`config.mk`:
```
export PLATFORM = sky130hd
export DESIGN_NAME = stopwatch_ctrl
export DESIGN_NICKNAME = d
export VERILOG_FILES = /design/src/rtl/stopwatch_ctrl.sv
export SDC_FILE = /design/constraint.sdc
export NUM_CORES = 1
export LEC_CHECK = 0
export CAP_MARGIN = 20
export CORE_ASPECT_RATIO = 0.9
export CORE_UTILIZATION = 25
export CTS_CLUSTER_DIAMETER = 30
export DETAILED_ROUTE_END_ITERATION = 8
export PLACE_DENSITY = 0.47
export SYNTH_ARGS = -nofsm -noshare
export SYNTH_HDL_FRONTEND = slang
export SYNTH_SLANG_ARGS = --single-unit
```
`constraint.sdc`:
```
create_clock -name master_clk -period 1.7 [get_ports master_clk]
set_clock_uncertainty 0.1 [all_clocks]
set_input_delay 0.51 -clock master_clk [delete_from_list [all_inputs] [get_ports master_clk]]
set_output_delay 0.51 -clock master_clk [all_outputs]
set_load 0.1 [all_outputs]
```
`src/rtl/stopwatch_ctrl.sv`:
```
// stopwatch_ctrl: MM:SS stopwatch sequencer with RUN / PAUSED / ADJUST modes
// and blink masks for the field being adjusted.
// Optional feature macro: SW_CLEAR_EN adds the clr_p input (count clear pulse).
//
// state  | meaning
// -------+--------------------------------------------------------------
// RUN    | counting, seconds advance on tick_1hz with carry into minutes
// PAUSED | counts frozen, all ticks ignored
// ADJUST | selected field advances on tick_2hz, blink phase on tick_5hz
module stopwatch_ctrl #(
  parameter int MAX_MIN = 59,
  parameter int MAX_SEC = 59,
  parameter int CW      = 6
) (
  input  logic          master_clk,
  input  logic          rst_n,
  input  logic          tick_1hz,
  input  logic          tick_2hz,
  input  logic          tick_5hz,
  input  logic          pause_p,
  input  logic          adj,
  input  logic          sel,
`ifdef SW_CLEAR_EN
  input  logic          clr_p,
`endif
  output logic [CW-1:0] minutes,
  output logic [CW-1:0] seconds,
  output logic [1:0]    mode,
  output logic          blank_min,
  output logic          blank_sec
);

  typedef enum logic [1:0] {
    RUN    = 2'b00,
    PAUSED = 2'b01,
    ADJUST = 2'b10
  } state_t;

  localparam logic [CW-1:0] MAX_MIN_C = CW'(MAX_MIN);
  localparam logic [CW-1:0] MAX_SEC_C = CW'(MAX_SEC);
  localparam logic [CW-1:0] ONE_C     = CW'(1);

  state_t        state_q, state_d;
  logic [CW-1:0] min_q, min_d;
  logic [CW-1:0] sec_q, sec_d;
  logic          pause_q, pause_d;
  logic          phase_q, phase_d;
  logic          sel_q;
  logic          blank_min_q, blank_min_d;
  logic          blank_sec_q, blank_sec_d;
  logic          clr;

`ifdef SW_CLEAR_EN
  assign clr = clr_p;
`else
  assign clr = 1'b0;
`endif

  // Next-state, count and blink logic; counts act on the mode registered at this edge.
  always_comb begin
    pause_d     = pause_q ^ pause_p;
    state_d     = RUN;
    min_d       = min_q;
    sec_d       = sec_q;
    phase_d     = phase_q;
    blank_min_d = 1'b0;
    blank_sec_d = 1'b0;

    if (adj)          state_d = ADJUST;
    else if (pause_d) state_d = PAUSED;

    if (clr) begin
      min_d = '0;
      sec_d = '0;
    end else begin
      case (state_q)
        RUN: begin
          if (tick_1hz) begin
            if (sec_q == MAX_SEC_C) begin
              sec_d = '0;
              min_d = (min_q == MAX_MIN_C) ? '0 : min_q + ONE_C;
            end else begin
              sec_d = sec_q + ONE_C;
            end
          end
        end
        ADJUST: begin
          if (tick_2hz) begin
            if (sel_q) sec_d = (sec_q == MAX_SEC_C) ? '0 : sec_q + ONE_C;
            else       min_d = (min_q == MAX_MIN_C) ? '0 : min_q + ONE_C;
          end
        end
        default: ;
      endcase
    end

    // Phase restarts dark-off on every entry so the first blink is predictable.
    if (state_d == ADJUST && state_q != ADJUST) phase_d = 1'b0;
    else if (state_q == ADJUST && tick_5hz)     phase_d = ~phase_q;

    // Blanks follow the registered sel (sel_q takes 'sel' at this same edge).
    blank_min_d = (state_d == ADJUST) & ~sel & phase_d;
    blank_sec_d = (state_d == ADJUST) &  sel & phase_d;
  end

  // State and datapath registers.
  always_ff @(posedge master_clk or negedge rst_n) begin
    if (!rst_n) begin
      state_q     <= RUN;
      min_q       <= '0;
      sec_q       <= '0;
      pause_q     <= 1'b0;
      phase_q     <= 1'b0;
      sel_q       <= 1'b0;
      blank_min_q <= 1'b0;
      blank_sec_q <= 1'b0;
    end else begin
      state_q     <= state_d;
      min_q       <= min_d;
      sec_q       <= sec_d;
      pause_q     <= pause_d;
      phase_q     <= phase_d;
      sel_q       <= sel;
      blank_min_q <= blank_min_d;
      blank_sec_q <= blank_sec_d;
    end
  end

  assign minutes   = min_q;
  assign seconds   = sec_q;
  assign mode      = state_q;
  assign blank_min = blank_min_q;
  assign blank_sec = blank_sec_q;

endmodule
```
Word level (Yosys, flattened, before mapping):

Cells that the tools add are included.

* bitwise logic cells: 7
* reduce and logical (&&, ||, !) cells: 6
* add/sub/neg operators: 2
* shift operators: 0
* divide/modulo/power cells: 0
* multiply operators: 0
* eq/ne operators: 10
* mux-type cells: 15
* $lt $le $gt $ge: 0

Operators by type and width (count)
* 2-to-1 mux 6 bit: 9
* case mux 6 bit (2 select lines): 2
* adder 6 x 1 -> 6 bit (second input constant): 2
* == test 6 bit (second input constant): 2
* != test 2 bit (second input constant): 6
* AND reduction 5 bit: 1
* bitwise AND 1 bit: 4
* == test 2 bit (second input constant): 2
* AND reduction 4 bit: 1
* 2-to-1 mux 1 bit: 3
* logical AND 1 bit: 2
* zero test 2 bit: 1
* 2-to-1 mux 2 bit: 1
* inverter 1 bit: 2
* nonzero test 2 bit: 1
* XOR 1 bit: 1

* register bits after elaboration: 19
* bits of input ports: 8
* bits in writable memories: 0
* memories: 0
* ROM bits: 0
* output and inout port bits: 16
* latch bits: 0

Depth between registers and ports, before layout:

Gate-level depths: netlist of the first run.

* depth after elaboration: 7
* mapped depth: 6
* gate-level depth less buffers: 5

Least setup slack after synthesis of the first run:

Ideal clock, no wire load.

* path type: reg-to-reg
* start point: register sec_q[0], in the netlist seconds[0]
* end point: register min_q[1], in the netlist minutes[1]
* path slack: -0.712 ns
* period minus slack after synthesis: 2.412 ns
* buffers on the path: 1
* cell stages (with the launch flop): 7
* arrival time: 2.186 ns
* library setup time: 0.126 ns
* cells stage by stage: dfrtp_1 ha_1 and3b_1 a21oi_2 or2_1 buf_6 mux2_4

* word-level cells in the longest chain between the ends: 3

RTL lines
* start: declaration: line 45 `logic [CW-1:0] sec_q, sec_d;`
* start signal: assignment: line 111 `sec_q <= '0;`
* start signal: assignment: line 120 `sec_q <= sec_d;`
* == test 6 bit: line 79 `if (sec_q == MAX_SEC_C) begin`
* != test 2 bit (no line)
* AND reduction 5 bit (no line)
* end signal: assignment: line 119 `min_q <= min_d;`
* end: declaration: line 44 `logic [CW-1:0] min_q, min_d;`

Every way passes these cells.
A chain may end at the register's enable or synchronous reset.

Worst setup path in the final report of the first run:

* start point: register sec_q[0], in the netlist seconds[0]
* end point: output port seconds[0]

RTL lines
* end: declaration: line 27 `output logic [CW-1:0] seconds,`

No word-level cell between the ends.

==> summary.txt, run 1 <==
Area contributors post-synth -> dfrtp_1 51%, nand2_1 3.7%, mux2_1 3.7%
Slowest cell on crit path -> dfrtp_4
Worst-skew pair later-pin latency -> 0.25 ns
Die height -> 59.7 um
Fin nets -> 137
Gr usage total -> 12.9%
Synth Instances -> 84
XOR/XNOR share of the synthesized area -> 1.90%
First DRT Iteration DRCs -> 42
Layout area overhead -> 72.9%
Layout cells sized above 1 -> 47.6%
Gpl congestion -> 0.819
Synth area leader -> dfrtp_1
Core footprint -> 0.00345 mm2
Top cell type's share of synthesized area -> 51.5%
RSZ-0062 raised after global routing -> yes
Status -> finished, final reports clean
Crit Path Max Fanout -> 5
Distinct cells, synth -> 34
Int Pwr -> 1.60 mW
Post-synthesis adder-cell area fraction -> 2.71%
R2r setup slk -> 0.01 ns
Global-route wire length before repair -> 3710 um
Via count -> 822
Lkg Pwr -> 0.680 nW
Hold Path Class -> reg -> reg
Post-synthesis sequential area ratio -> 51.5%
CP max stage delay -> 0.50 ns
Hold depth -> 1
Dpl cells -> 163
Post-layout util -> 46.2%
Reg-to-reg endpoint -> minutes[1]
Top cells by count, synth -> 19 x dfrtp_1, 9 x nand2_1, 5 x nand3_1
Vias in the first global route -> 791
Synth Area in Compound Gates -> 15.9%
Die width -> 66.1 um
CTS buffer count -> 3
Yosys warns -> 0
CP cell instances -> buf_4, buf_12
Die area -> 0.00394 mm2
Drt total wl -> 2260 um
Top FF cell, synth -> dfrtp_1
Antenna viol nets, final -> 0
Number of remaining DRC errors -> 0
Count of standard-cell rows -> 20
Switch Pwr -> 1.56 mW
Hold Startpoint -> pause_q
Routed wire length per instance -> 13.3 um
Largest net degree at the start of global routing -> 20
Max_cap viols -> 0
Root buf cell -> clkbuf_8
Initial antenna violation count -> 0
Synth Cell Area -> 923 um2
Cts hold-fix bufs -> 0
Asr flop ratio synth -> 100%
Grt ovf -> 0
Buffer levels on the longest clock path -> 2
Initial Util -> 26.7%
Post-Synth Simple-Gate Area -> 19.9%
Crit path DAT -> 1.09 ns
CP Data Required Time -> 1.09 ns
Yosys reg bits -> 19
Critical Path Sink -> seconds[0]
Sequential power share -> 25.6%
Dpl cell area -> 0.00150 mm2
Final instance area -> 0.00160 mm2
Final Hold Fails -> 0
Crit Path Class -> reg -> out
Final setup violation count -> 0
Port-buffer cells -> 23
DP Worst Slack -> -0.387 ns
Sw frac -> 49.5%
Post-DP HPWL -> 1640 um
Layout Cells excl Fill -> 170
CTS sink count -> 19
Pins Over Slew Limit -> 0
CP Launch Type -> flop
Num ports -> 24
Clk pwr share -> 9.9%
Post-synthesis mux area share -> 5.28%
Fin worst setup slack -> 0.00321 ns
PwrDens -> 1980 mW/mm2
Peak Freq -> 589 MHz
Critical Path Start -> seconds[0]
# fillers -> 321
CP endpoint kind -> output pin
Largest family of logic cells by synthesized area -> simple AND/OR/NAND/NOR gates
Net Count, Synth -> 94
RR Startpoint -> seconds[0]
Diodes inserted -> 0
Slew @ Worst Pin -> 0.281 ns
H-Tree Depth -> 1
Most frequent cell after synthesis -> dfrtp_1
Peak supply drop -> 0.627 mV
Minimum clock period -> 1.70 ns
DR pass1 iterations -> 4
Mapped Avg Cell Area -> 11.0 um2
CTS tree -> built
Number of synthesized flops with an enable pin -> 0
CTS clock-pin slew for the worst setup and hold paths -> 0.07 ns
Tot Pwr -> 3.16 mW
DR vias/cell -> 4.84
Fin crit share -> 99.8%
Reg2Reg Depth -> 5
Worst rel slew slack -> 81.1%
Comb power frac -> 64.5%
## how the worst min path moves through the flow
stage / end / slack, ns
2_1_floorplan: blank_min / 0.11
3_3_place_gp: pause_q / 0.34
3_5_place_dp: pause_q / 0.35
4_1_cts: pause_q / 0.36
5_1_grt: pause_q / 0.39
6_report: pause_q / 0.36
## layout by cell type (no fill, tap or decap), types with 3 or more instances in the layout
cell             count
nor4_1               3
clkbuf_8             3
buf_4               17
dfrtp_4              6
clkdlybuf4s50_1      5
mux2_1               3
dfrtp_2              8
nand2_1              9
nand3_1              5
dfrtp_1              5
o31ai_1              3
buf_12              16
## flip-flops by register name, summed over array words and instances, names as in the netlist
name,cells
blank_min,1
blank_sec,1
minutes,6
mode,2
pause_q,1
phase_q,1
seconds,6
sel_q,1
## critical path: cells and delay by family, from the launching register on
family	cells	cell delay (ns)
DFF	1	0.50
buffers and inverters	2	0.33
## routing by layer
metal / share of wire [%] / GRT usage [%] / wire length [um]
met5: 0 / 0 / 0
met4: 0.35 / 3.34 / 8
met3: 3.9 / 4.20 / 89
met2: 51 / 20.3 / 1140
met1: 45 / 17.2 / 1020
## cell families after synthesis
family | count (synthesis)
and+or+nand+nor | 33
buffers and inverters | 4
AOI/OAI and AO/OA | 20
DFF | 19
adders and majority gates | 2
xor gates and xnor gates | 2
muxes | 4
## metrics by stage
stage	TNS (ns)	hold WS, ns
finish	0	0.358
detailed placement	-3.24	0.345
floorplan	-0.955	0.114
CTS	0	0.363
global route	-0.103	0.394
global placement	-3.18	0.340
## power by group through the flow
stage               registers, mW  clock network, mW  logic (mW)
finish                      0.808              0.314        2.04
global route                0.825              0.353        2.14
CTS                         0.803              0.326        2.01
detailed placement          0.808                  0        2.00
global placement            0.804                  0        2.00
floorplan                    1.64                  0       0.339
## what timing repair did
action | in CTS | in global routing
endpoints found under the setup margin | 5 | 8
pin swaps | 2 | 1
buffers inserted | 1 | 2
resized for setup | 3 | 5
gates cloned | 0 | 0
hold endpoints to repair | 0 | 0
## area by class of cell
| type | instances | area, um2 | share of cell area, % |
|---|---|---|---|
| Clock inverter | 1 | 5.00 | 0.313 |
| Sequential cell | 19 | 508 | 31.8 |
| Multi-Input combinational cell | 61 | 457 | 28.6 |
| Tap cell | 44 | 55.1 | 3.45 |
| Timing Repair Buffer | 41 | 527 | 33.0 |
| Inverter | 1 | 3.75 | 0.235 |
| Clock buffer | 3 | 41.3 | 2.59 |
Note: power is estimated with default switching activity, not from simulation.
==> run 2, diff against run 1 <==
Settings changed: SKIP_CTS_REPAIR_TIMING set to 1, SLEW_MARGIN set to 30.
==> summary.txt, run 2 (synthesis gave the netlist of run 1 again) <==
Status -> finished, violations left (was finished, final reports clean)
Failing checks -> negative setup slack
Critical Path Start -> seconds[0] (unchanged)
Crit path DAT -> 1.75 ns (was 1.09 ns)
DR pass1 iterations -> 4 (unchanged)
Gr usage total -> 12.9% (about the same)
Diodes inserted -> 0 (unchanged)
Num ports -> 24 (unchanged)
CP Launch Type -> flop (unchanged)
First DRT Iteration DRCs -> 56 (was 42)
Post-DP HPWL -> 1640 um (unchanged)
Count of standard-cell rows -> 20 (unchanged)
Fin nets -> 138 (was 137)
Worst rel slew slack -> 80.9% (was 81.1%)
Buffer levels on the longest clock path -> 2 (unchanged)
CTS sink count -> 19 (unchanged)
Most frequent cells in the layout -> 18 x buf_4, 16 x buf_12, 9 x nand2_1 (was 17 x buf_4, 16 x buf_12, 9 x nand2_1)
R2r setup slk -> -0.008 ns (was 0.01 ns)
CP Data Required Time -> 1.74 ns (was 1.09 ns)
Peak supply drop -> 0.620 mV (was 0.627 mV)
RSZ-0062 raised after global routing -> yes (unchanged)
Final setup violation count -> 1 (was 0)
Reg2Reg Depth -> 5 (unchanged)
Global-route wire length before repair -> 3700 um (was 3710 um)
Fin Setup TNS -> -0.00803 ns (was 0 ns)
Max_cap viols -> 0 (unchanged)
Crit Path Class -> reg -> reg (was reg -> out)
Grt ovf -> 0 (unchanged)
Core footprint -> 0.00345 mm2 (unchanged)
Post-layout util -> 47.0% (was 46.2%)
Gpl congestion -> 0.819 (unchanged)
Lkg Pwr -> 0.702 nW (was 0.680 nW)
Slowest cell on crit path -> dfrtp_4 (unchanged)
Worst-skew pair later-pin latency -> 0.25 ns (about the same)
Antenna viol nets, final -> 0 (unchanged)
Via count -> 839 (was 822)
PwrDens -> 1960 mW/mm2 (was 1980 mW/mm2)
CP max stage delay -> 0.50 ns (about the same)
Drt total wl -> 2280 um (was 2260 um)
Largest net degree at the start of global routing -> 20 (unchanged)
Fin crit share -> 100% (was 99.8%)
Critical Path Sink -> minutes[1] (was seconds[0])
Port-buffer cells -> 23 (unchanged)
Die height -> 59.7 um (unchanged)
Hold Path Class -> reg -> reg (unchanged)
Crit Path Max Fanout -> 4 (was 5)
Vias in the first global route -> 787 (was 791)
CTS buffer count -> 3 (unchanged)
CP cell instances -> ha_4, and3b_2, a21oi_4, or2_4, mux2_4 (was buf_4, buf_12)
H-Tree Depth -> 1 (unchanged)
DP Worst Slack -> -0.387 ns (unchanged)
Final Hold Fails -> 0 (unchanged)
Minimum clock period -> 1.71 ns (was 1.70 ns)
Number of remaining DRC errors -> 0 (unchanged)
Die area -> 0.00394 mm2 (unchanged)
Initial antenna violation count -> 0 (unchanged)
Reg-to-reg endpoint -> minutes[1] (unchanged)
CP endpoint kind -> flop (was output pin)
Commonest non-fill, non-tap cell in the layout -> buf_4 (unchanged)
Routed wire length per instance -> 13.3 um (about the same)
Layout cells sized above 1 -> 49.6% (was 47.6%)
Layout area overhead -> 75.6% (was 72.9%)
Initial Util -> 26.7% (unchanged)
RR Startpoint -> seconds[0] (unchanged)
Dpl cell area -> 0.00150 mm2 (unchanged)
CTS tree -> built (unchanged)
Pins Over Slew Limit -> 0 (unchanged)
DR vias/cell -> 4.91 (was 4.84)
CTS clock-pin slew for the worst setup and hold paths -> 0.07 ns (about the same)
Root buf cell -> clkbuf_8 (unchanged)
Final instance area -> 0.00162 mm2 (was 0.00160 mm2)
Dpl cells -> 163 (unchanged)
Slew @ Worst Pin -> 0.284 ns (was 0.281 ns)
Fin worst setup slack -> -0.00803 ns (was 0.00321 ns)
Die width -> 66.1 um (unchanged)
Layout Cells excl Fill -> 171 (was 170)
Peak Freq -> 585 MHz (was 589 MHz)
## run 2: cell count changes in the layout (fill, tap and decap cells not counted)
cell,previous run,this run
dlygate4sd2_1,2,0
dlymetal6s2s_1,0,2
buf_4,17,18
nand3_1,5,4
nand3_2,0,1
nor3b_1,2,1
nor3b_2,0,1
## run 2: area by class of cell
class                           instances  area (um2)
Clock buffer                            3        41.3
Clock inverter                          1        5.00
Fill cell                             318        1830
Inverter                                1        3.75
Multi-Input combinational cell         61         467
Sequential cell                        19         508
Tap cell                               44        55.1
Timing Repair Buffer                   42         542
## run 2: metal layers
metal,up-vias,wire (um),global-route usage (%)
li1,398,-,-
met1,407,957,16.8
met2,32,1170,20.6
met3,2,144,4.20
met4,0,8,3.34
met5,-,0,0
## run 2: worst min-delay path by stage
stage	startpoint	end	slack, ns	cells after the start
after detailed placement	pause_q	pause_q	0.35	1
final	pause_q	pause_q	0.36	1
after floorplan	rst_n	blank_min	0.11	0
after global placement	pause_q	pause_q	0.34	1
after global routing	pause_q	pause_q	0.39	1
after CTS	pause_q	pause_q	0.36	1
## run 2: power by group
| group | total [mW] | switching [mW] | internal, mW |
|---|---|---|---|
| logic | 2.05 | 1.24 | 0.802 |
| clock network | 0.315 | 0.152 | 0.163 |
| registers | 0.808 | 0.170 | 0.638 |
| total | 3.17 | 1.57 | 1.60 |
## run 2: metrics by stage
stage	hold slack, ns	total power, mW
2_1_floorplan	0.114	1.97
3_3_place_gp	0.340	2.81
3_5_place_dp	0.345	2.81
4_1_cts	0.363	3.14
5_1_grt	0.394	3.33
6_report	0.358	3.17
## run 2: critical path, delay by kind of cell (launching register included)
| kind | cells | cell delay [ns] |
|---|---|---|
| AO/OA/AOI/OAI | 1 | 0.15 |
| adder cells (fa/ha/maj) | 1 | 0.17 |
| flip-flops | 1 | 0.50 |
| multiplexers | 1 | 0.29 |
| AND/OR/NAND/NOR | 2 | 0.38 |
